[config.mk]
export PLATFORM = sky130hd
export DESIGN_NAME = table_rx_parser
export DESIGN_NICKNAME = d
export VERILOG_FILES = /design/src/rtl/table_pkg.sv /design/src/rtl/ascii_digit_check.sv /design/src/rtl/table_rx_parser.sv
export SDC_FILE = /design/constraint.sdc
export NUM_CORES = 1
export LEC_CHECK = 0
export CORE_UTILIZATION = 57
export CTS_CLUSTER_DIAMETER = 60
export DETAILED_ROUTE_END_ITERATION = 8
export PLACE_DENSITY = 0.84
export SYNTH_ARGS = -nofsm -noshare
export SYNTH_HDL_FRONTEND = slang
export SYNTH_SLANG_ARGS = --single-unit
[constraint.sdc]
create_clock -name clk -period 4.9 [get_ports clk]
set_input_delay 0.98 -clock clk [delete_from_list [all_inputs] [get_ports clk]]
set_output_delay 0.98 -clock clk [all_outputs]
set_load 0.05 [all_outputs]
[src/rtl/table_pkg.sv]
// Shared definitions for the table receive parser and the table printer:
// ASCII codes, table geometry defaults, parser state encoding, error codes
// and the row/column to cell-index mapping.
package table_pkg;

    localparam logic [7:0] ASCII_0    = 8'h30;
    localparam logic [7:0] ASCII_STAR = 8'h2A;
    localparam logic [7:0] ASCII_SP   = 8'h20;
    localparam logic [7:0] ASCII_CR   = 8'h0D;
    localparam logic [7:0] ASCII_LF   = 8'h0A;

    localparam int ROWS_DEF = 5;
    localparam int COLS_DEF = 5;
    localparam int CELL_W   = 2;

    typedef enum logic [3:0] {
        S_IDLE  = 4'd0,
        S_ROW   = 4'd1,
        S_STAR1 = 4'd2,
        S_COL   = 4'd3,
        S_STAR2 = 4'd4,
        S_VAL   = 4'd5,
        S_SEP   = 4'd6,
        S_FLUSH = 4'd7
    } state_t;

    localparam logic [1:0] ERR_RANGE   = 2'd1;
    localparam logic [1:0] ERR_SYNTAX  = 2'd2;
    localparam logic [1:0] ERR_TIMEOUT = 2'd3;

    // Rows and columns are 1-based as typed by the user; cells are 0-based.
    function automatic int cell_index(input int row, input int col, input int cols);
        return (row - 1) * cols + (col - 1);
    endfunction

endpackage

[src/rtl/ascii_digit_check.sv]
// Classifies one received byte as an ASCII decimal digit and checks it
// against an upper bound. Purely combinational.
module ascii_digit_check
    import table_pkg::*;
(
    input  logic [7:0] i_byte,
    input  logic [3:0] i_max,
    output logic       o_is_digit,
    output logic       o_in_range,
    output logic [3:0] o_value
);

    // Decode digit, its binary value, and the upper-bound check
    always_comb begin
        o_is_digit = (i_byte >= ASCII_0) && (i_byte <= (ASCII_0 + 8'd9));
        o_value    = o_is_digit ? 4'(i_byte - ASCII_0) : 4'd0;
        o_in_range = o_is_digit && (o_value <= i_max);
    end

endmodule

[src/rtl/table_rx_parser.sv]
// Parses lines of "R*C*V" entries from the UART receiver into a shadow table
// and commits the shadow to info_table atomically at end of line. Bad lines
// are dropped whole. Optional mid-line idle timeout: TABLE_RX_TIMEOUT_EN.
//
//   state   | meaning
//   S_IDLE  | between lines; whitespace ignored, a digit starts a line
//   S_ROW   | expecting a row digit (spaces skipped)
//   S_STAR1 | expecting '*' after the row
//   S_COL   | expecting a column digit
//   S_STAR2 | expecting '*' after the column
//   S_VAL   | expecting a value digit
//   S_SEP   | entry complete; space for next entry, CR/LF commits
//   S_FLUSH | line rejected; discard bytes until CR/LF
module table_rx_parser
    import table_pkg::*;
#(
    parameter int ROWS        = ROWS_DEF,
    parameter int COLS        = COLS_DEF,
    parameter int VAL_MAX     = 3,
    parameter int TIMEOUT_CYC = 5_000_000
) (
    input  logic                        clk,
    input  logic                        rst_n,
    input  logic                        uart_rx_valid,
    input  logic [7:0]                  uart_rx_data,
    input  logic                        clear,
    output logic [CELL_W*ROWS*COLS-1:0] info_table,
    output logic [4:0]                  entry_cnt,
    output logic                        done,
    output logic                        err,
    output logic [1:0]                  err_code,
    output logic                        busy,
    output logic [3:0]                  current_state
);

    localparam int TBL_W = CELL_W * ROWS * COLS;
    localparam int IW    = $clog2(TBL_W);

    state_t           r_state, w_state_nxt;
    logic [TBL_W-1:0] r_table, r_shadow;
    logic [3:0]       r_row, r_col;
    logic [4:0]       r_line_cnt, r_entry_cnt;
    logic             r_done, r_err;
    logic [1:0]       r_err_code;

    logic       w_row_dig, w_row_rng, w_col_dig, w_col_rng, w_val_dig, w_val_rng;
    logic [3:0] w_row_val, w_col_val, w_val_val;
    logic       w_row_ok, w_col_ok, w_is_sp, w_is_eol, w_is_star;
    logic       w_load, w_latch_row, w_latch_col, w_write, w_commit;
    logic       w_err_range, w_err_syntax, w_timeout;
    logic [IW-1:0] w_bit;

    ascii_digit_check u_row_chk (
        .i_byte(uart_rx_data), .i_max(4'(ROWS)),
        .o_is_digit(w_row_dig), .o_in_range(w_row_rng), .o_value(w_row_val)
    );
    ascii_digit_check u_col_chk (
        .i_byte(uart_rx_data), .i_max(4'(COLS)),
        .o_is_digit(w_col_dig), .o_in_range(w_col_rng), .o_value(w_col_val)
    );
    ascii_digit_check u_val_chk (
        .i_byte(uart_rx_data), .i_max(4'(VAL_MAX)),
        .o_is_digit(w_val_dig), .o_in_range(w_val_rng), .o_value(w_val_val)
    );

    // Row and column digits are 1-based, so zero is out of range for them
    assign w_row_ok  = w_row_rng && (w_row_val != 4'd0);
    assign w_col_ok  = w_col_rng && (w_col_val != 4'd0);
    assign w_is_sp   = (uart_rx_data == ASCII_SP);
    assign w_is_star = (uart_rx_data == ASCII_STAR);
    assign w_is_eol  = (uart_rx_data == ASCII_CR) || (uart_rx_data == ASCII_LF);
    assign w_bit     = IW'(cell_index(int'(r_row), int'(r_col), COLS) * CELL_W);

`ifdef TABLE_RX_TIMEOUT_EN
    localparam int TW = $clog2(TIMEOUT_CYC + 1);
    logic [TW-1:0] r_timer;
    logic          w_active;

    assign w_active  = (r_state != S_IDLE) && (r_state != S_FLUSH);
    assign w_timeout = w_active && !uart_rx_valid && (r_timer == TW'(1));

    // Idle down-counter, reloaded on every byte and whenever no line is open
    always_ff @(posedge clk or negedge rst_n) begin
        if (!rst_n)
            r_timer <= TW'(TIMEOUT_CYC);
        else if (!w_active || uart_rx_valid || clear)
            r_timer <= TW'(TIMEOUT_CYC);
        else if (r_timer != '0)
            r_timer <= r_timer - 1'b1;
    end
`else
    assign w_timeout = 1'b0;
`endif

    // State register
    always_ff @(posedge clk or negedge rst_n) begin
        if (!rst_n) r_state <= S_IDLE;
        else        r_state <= w_state_nxt;
    end

    // Next state and per-byte datapath strobes
    always_comb begin
        w_state_nxt  = r_state;
        w_load       = 1'b0;
        w_latch_row  = 1'b0;
        w_latch_col  = 1'b0;
        w_write      = 1'b0;
        w_commit     = 1'b0;
        w_err_range  = 1'b0;
        w_err_syntax = 1'b0;
        if (uart_rx_valid) begin
            case (r_state)
                S_IDLE: if (w_row_dig) begin
                    w_load = 1'b1;
                    if (w_row_ok) begin w_latch_row = 1'b1; w_state_nxt = S_STAR1; end
                    else          w_err_range = 1'b1;
                end
                S_ROW: if (!w_is_sp) begin
                    if (w_row_ok)       begin w_latch_row = 1'b1; w_state_nxt = S_STAR1; end
                    else if (w_row_dig) w_err_range  = 1'b1;
                    else                w_err_syntax = 1'b1;
                end
                S_STAR1: if (w_is_star) w_state_nxt = S_COL; else w_err_syntax = 1'b1;
                S_COL: begin
                    if (w_col_ok)       begin w_latch_col = 1'b1; w_state_nxt = S_STAR2; end
                    else if (w_col_dig) w_err_range  = 1'b1;
                    else                w_err_syntax = 1'b1;
                end
                S_STAR2: if (w_is_star) w_state_nxt = S_VAL; else w_err_syntax = 1'b1;
                S_VAL: begin
                    if (w_val_rng)      begin w_write = 1'b1; w_state_nxt = S_SEP; end
                    else if (w_val_dig) w_err_range  = 1'b1;
                    else                w_err_syntax = 1'b1;
                end
                S_SEP: begin
                    if (w_is_sp)       w_state_nxt = S_ROW;
                    else if (w_is_eol) begin w_commit = 1'b1; w_state_nxt = S_IDLE; end
                    else               w_err_syntax = 1'b1;
                end
                S_FLUSH: if (w_is_eol) w_state_nxt = S_IDLE;
                default: w_state_nxt = S_IDLE;
            endcase
        end
        if (w_err_range || w_err_syntax) w_state_nxt = S_FLUSH;
        if (w_timeout)                   w_state_nxt = S_IDLE;
        if (clear)                       w_state_nxt = S_IDLE;
    end

    // Outputs decoded from state
    always_comb begin
        busy          = (r_state != S_IDLE);
        current_state = r_state;
    end

    // Shadow table, line counter and atomic commit; clear overrides a commit
    always_ff @(posedge clk or negedge rst_n) begin
        if (!rst_n) begin
            r_table     <= '0;
            r_shadow    <= '0;
            r_row       <= '0;
            r_col       <= '0;
            r_line_cnt  <= '0;
            r_entry_cnt <= '0;
        end else if (clear) begin
            r_table     <= '0;
            r_shadow    <= '0;
            r_line_cnt  <= '0;
            r_entry_cnt <= '0;
        end else begin
            if (w_load) begin
                r_shadow   <= r_table;
                r_line_cnt <= '0;
            end
            if (w_latch_row) r_row <= w_row_val;
            if (w_latch_col) r_col <= w_col_val;
            if (w_write) begin
                r_shadow[w_bit +: CELL_W] <= CELL_W'(w_val_val);
                if (r_line_cnt != 5'd31) r_line_cnt <= r_line_cnt + 5'd1;
            end
            if (w_commit) begin
                r_table     <= r_shadow;
                r_entry_cnt <= r_line_cnt;
            end
        end
    end

    // One-cycle done/err pulses and the latched error cause
    always_ff @(posedge clk or negedge rst_n) begin
        if (!rst_n) begin
            r_done     <= 1'b0;
            r_err      <= 1'b0;
            r_err_code <= '0;
        end else if (clear) begin
            r_done <= 1'b0;
            r_err  <= 1'b0;
        end else begin
            r_done <= w_commit;
            r_err  <= w_err_range || w_err_syntax || w_timeout;
            if (w_err_range)       r_err_code <= ERR_RANGE;
            else if (w_err_syntax) r_err_code <= ERR_SYNTAX;
            else if (w_timeout)    r_err_code <= ERR_TIMEOUT;
        end
    end

    assign info_table = r_table;
    assign entry_cnt  = r_entry_cnt;
    assign done       = r_done;
    assign err        = r_err;
    assign err_code   = r_err_code;

endmodule
After elaboration in Yosys (flattened, before gate mapping)
Cells that the tools add are included.

word-level totals
  register bits = 126
  input port bits = 12
  word-level logic and storage cells = 123
  output and inout bits = 64

cells by class
  multiplexer cells = 64
  bitwise operators = 1
  multiply operators = 1
  order comparisons = 4
  shifts and indexed selects = 2
  add/subtract/negate cells = 6
  reductions and logical operators = 17
  equal/unequal tests = 18

operators with widths
  kind                                                               number
  two-way mux 50 bit                                                 6
  two-way mux 4 bit                                                  13
  bitwise mux 50 bit                                                 1
  variable shift 2 x 8 -> 50 bit, first input constant               1
  indexed part select 2 x 8 -> 50 bit                                1
  two-way mux 1 bit                                                  32
  case mux 4 bit (8 select lines)                                    1
  two-way mux 5 bit                                                  6
  == test 4 x 3 -> 1 bit, second input constant                      4
  == test 8 x 4 -> 1 bit, second input constant                      2
  == test 8 x 6 -> 1 bit, second input constant                      2
  != test 4 bit, second input constant                               4
  subtractor 4 x 1 -> 5 bit, second input constant                   2
  == test 4 x 2 -> 1 bit, second input constant                      2
  greater-or-equal comparator 8 x 6 -> 1 bit, second input constant  1
  <= comparator 8 x 6 -> 1 bit, second input constant                1
  != test 4 x 3 -> 1 bit, second input constant                      2
  negation 6 -> 8 bit                                                1
  nonzero test 4 bit                                                 2
  AND reduction 7 bit                                                1
  AND reduction 2 bit                                                3
  adder 5 x 1 -> 5 bit, second input constant                        1
  adder 5 bit                                                        1
  multiplier 5 x 4 -> 5 bit, second input constant                   1
  other kinds (16)                                                   22

Longest topological paths before layout
  word-level depth = 13
  gate-level depth with buffers = 18

Cells and area by module
A second synthesis with hierarchy kept.

second synthesis, totals
  cell total of the unflattened synthesis = 848
  area, all modules = 7,523.5 µm²

by module, submodules not included
  module             area an instance (µm²)  times used  cells an instance
  table_rx_parser    6,952.9                 1           779
  ascii_digit_check  190.2                   3           23

Worst setup path before layout
Ideal clock, no wire load.

  path kind = register to register
  from = register r_row[0]
  to = register r_shadow[10]
  buffers on the path = 0
  cell stages (with the launch flop) = 18
  path slack = 0.591 ns
  setup time = 0.125 ns
  arrival = 4.185 ns
  period minus slack after synthesis = 4.309 ns
  cells stage by stage = dfrtp_1 inv_1 ha_1 xor2_1 ha_1 ha_1 inv_1 fa_1 inv_1 ha_1 inv_1 fa_1 xor2_1 xnor2_1 xnor3_2 and2_2 o311ai_1 mux2_2

on the way
  longest elaborated chain between the ends = 8
  elaborated cells on any way between the ends = 9

RTL lines
  item                                                                                   line                    RTL
  start, declared                                                                        table_rx_parser.sv:41   logic [3:0] r_row, r_col;
  start signal, assigned                                                                 table_rx_parser.sv:174  if (w_latch_row) r_row <= w_row_val;
  subtractor 4 x 1 -> 5 bit *                                                            table_pkg.sv:33         return (row - 1) * cols + (col - 1);
  multiplier 5 x 4 -> 5 bit *                                                            table_pkg.sv:33
  adder 5 bit *                                                                          table_pkg.sv:33
  negation 6 -> 8 bit *                                                                  table_rx_parser.sv:177  r_shadow[w_bit +: CELL_W] <= CELL_W'(w_val_val);
  indexed part select 2 x 8 -> 50 bit or variable shift 2 x 8 -> 50 bit (tied branches)  table_rx_parser.sv:177
  bitwise mux 50 bit *                                                                   table_rx_parser.sv:177
  two-way mux 50 bit *                                                                   table_rx_parser.sv:176  if (w_write) begin
  two-way mux 50 bit *                                                                   table_rx_parser.sv:164  end else if (clear) begin
  end signal, assigned                                                                   table_rx_parser.sv:171  r_shadow <= r_table;
  end signal, assigned by index                                                          table_rx_parser.sv:177
  end, declared                                                                          table_rx_parser.sv:40   logic [TBL_W-1:0] r_table, r_shadow;

Mark *: on every way between the ends. The rest lies on a longest branch, timed or not.
A chain may end at the register's enable or synchronous reset.

Worst setup path in the final report
  from = register r_row[0]
  to = register r_shadow[14]

Same word-level chain as after synthesis.

==> metrics.cfg <==
[timing]
tightest_slew_ps=912
slew_headroom=0.392
period_minus_slack_ps=4710
rsz0062_at_grt=false
setup_violations=0
fmax_ghz=0.212
finClkSkew_ps=6.63
finalHoldViolCount=0
finalMaxSlewViolations=0
period_share=0.962
setup_tns_ps=0

[critical_path]
end_kind=flop
r2r_start=r_row[0]$_DFFE_PN0P_
path_class=flop to flop
required_ps=5210
path_cells=inv_1 > ha_1 > xor2_1 > ha_1 > ha_1 > inv_1 > fa_1 > inv_1 > ha_1 > inv_1 > fa_1 > xor2_2 > xnor2_2 > xnor3_2 > and2_2 > o311ai_1 > mux2_2
crit_family=adder cells
reg2reg_slack_ps=190
crit_fanout=6
r2r_end=r_shadow[14]$_DFF_PN0_
cp-start-kind=flop
max_stage_delay_ps=450
path_buf_inv=4
critical_path_arrival_ps=5020
path_depth=17
startpoint=r_row[0]$_DFFE_PN0P_
slowest_stage=dfrtp_1
rr_worst_depth=17

[drt]
drc=0
first_pass_iters=5
routed_wl_microns=18500
drt-initial-drc-count=497
viasPerCell=6.17
vias=6028
final_antenna_net_count=0
wl_per_cell_microns=18.9

[clock_tree]
hold_buffers=0
root_buffer=clkbuf_16
max-clock-path-buffers=2
cts_tree=built
numCtsBuffers=17
clkSinkCount=126
h-tree-depth=4
clk_pin_slew_ps=60
clk_latency_ps=420

[synthesis]
synth_ff_type=dfrtp_1
netlist.area_leader.share=0.451
yosysMostFrequentCell=nand2_1
ys_top_cells_by_count=179 x nand2_1, 126 x dfrtp_1, 90 x a21oi_1
postSynth.asyncResetShare=1.00
syn_nets=785
synth_area_sq_um=7000
ys_ff_latch=126
synth_cells=756
synth_area_per_cell_sq_um=9.26
synth_edf_count=0
yosysWarningCount=0
ys_top_cells_by_area=dfrtp_1 45%, nand2_1 9.6%, mux2_2 7.1%
yosysTopAreaCell=dfrtp_1
synth_cell_type_count=69
ys_seq_area_frac=0.451

[cells_and_area]
utilization=0.709
drive_gt1_frac=0.131
area_growth_pct=21.7
fin_nets=846
num-fill-cells=897
antennaDiodeCount=0

[pwr]
p_per_area_nw_per_um2=335
irDropWorstVdd_mv=0.291
total_leakage_power_nw=3.53

[floorplanning]
fp.dieH_microns=113
floorplan.die_area_sq_um=12700
ios=76
die_w_microns=113
initial_utilization=0.583
core_area_sq_um=12000
placementRows=40

[worst_hold_path]
holdPathStages=2
whs_endpoint=info_table[24]$_DFFE_PN0P_
min_path_type=flop to flop
hold_start=r_shadow[24]$_DFF_PN0_

[outcome]
status=finished, final reports clean

[placement]
io_buffer_count=75
hpwl_microns=12400
gp_congestion=0.919

[global_route]
grt_pass1_vias=6044
grt_pass1_wl_microns=30300
track_usage=0.310
antenna_found_initial=0
grt_max_degree=91
grt_overflow=0

[run]
maxCapViolCount=0

what timing repair did:
action / CTS / global route
setup buffers: 0 / 1
setup endpoints to repair: 0 / 15
gates resized for setup: 0 / 3
sequential cells by signal (all words and copies together) (netlist names):
signal and flops:
info_table 50, r_shadow 50, entry_cnt 5, r_line_cnt 5
current_state 4, r_col 4, r_row 4, err_code 2
done 1, err 1
worst reg2reg max path: stages, from the launching register on:
cell and delay, ps:
dfrtp_1 450, inv_1 100, ha_1 240, xor2_1 170, ha_1 280, ha_1 280, inv_1 50, fa_1 440
inv_1 70, ha_1 130, inv_1 50, fa_1 410, xor2_2 280, xnor2_2 200, xnor3_2 380, and2_2 250
o311ai_1 430, mux2_2 390
metrics by stage:
| step | total power [mW] | instances | worst slack, ps | hold slack [ps] | instance area [sq um] |
|---|---|---|---|---|---|
| floorplan | 1.40 | 756 | 591 | 471 | 7000 |
| global placement | 1.54 | 943 | 326 | 501 | 7840 |
| detailed placement | 1.55 | 943 | 149 | 510 | 7840 |
| CTS | 2.86 | 975 | 136 | 524 | 8460 |
| global route | 2.95 | 977 | 0.353 | 542 | 8520 |
| finish | 2.85 | 977 | 186 | 517 | 8520 |
power breakdown:
group	internal, mW	switching [mW]
sequential	1.06	0.0375
clock	0.853	0.464
combinational	0.144	0.292
total	2.06	0.794
placed cells by master (no fill, tap or decap), types with 15 or more instances in the layout:
master / instances
mux2i_1: 19
nor2_1: 30
inv_1: 17
nand2_1: 179
a21oi_1: 90
buf_4: 15
mux2_2: 44
dfrtp_1: 126
clkbuf_16: 17
clkdlybuf4s50_1: 73
cell families after synthesis:
kind of cell	share of synthesized area
muxes	0.0980
DFF	0.451
xor gates and xnor gates	0.0218
and+or+nand+nor	0.201
buffers and inverters	0.0409
adders and majority gates	0.0361
AOI/OAI and AO/OA	0.152
layer usage:
metal / track usage / wire [microns] / vias to the layer above
met5: 0 / 0 / -
met4: 0.108 / 332 / 0
met3: 0.0702 / 1020 / 31
met2: 0.526 / 9410 / 233
met1: 0.391 / 7750 / 2964
li1: - / - / 2800
worst max-delay path by stage:
stage                                   to  slack (ps)
global placement    r_shadow[32]$_DFF_PN0_         330
floorplan           r_shadow[10]$_DFF_PN0_         590
finish              r_shadow[14]$_DFF_PN0_         190
global route        r_shadow[15]$_DFF_PN0_         0.4
CTS                 r_shadow[14]$_DFF_PN0_         140
detailed placement  r_shadow[15]$_DFF_PN0_         150
layout make-up:
class,count,area (sq um),share of cell area
multi-input combinational,563,3620,0.425
sequential,126,3150,0.370
timing repair buffer,90,868,0.102
clock buffer,23,488,0.0573
tap,147,184,0.0216
clock inverter,9,131,0.0154
inverter,19,71.3,0.00837
(Power assumes the default switching activity.)
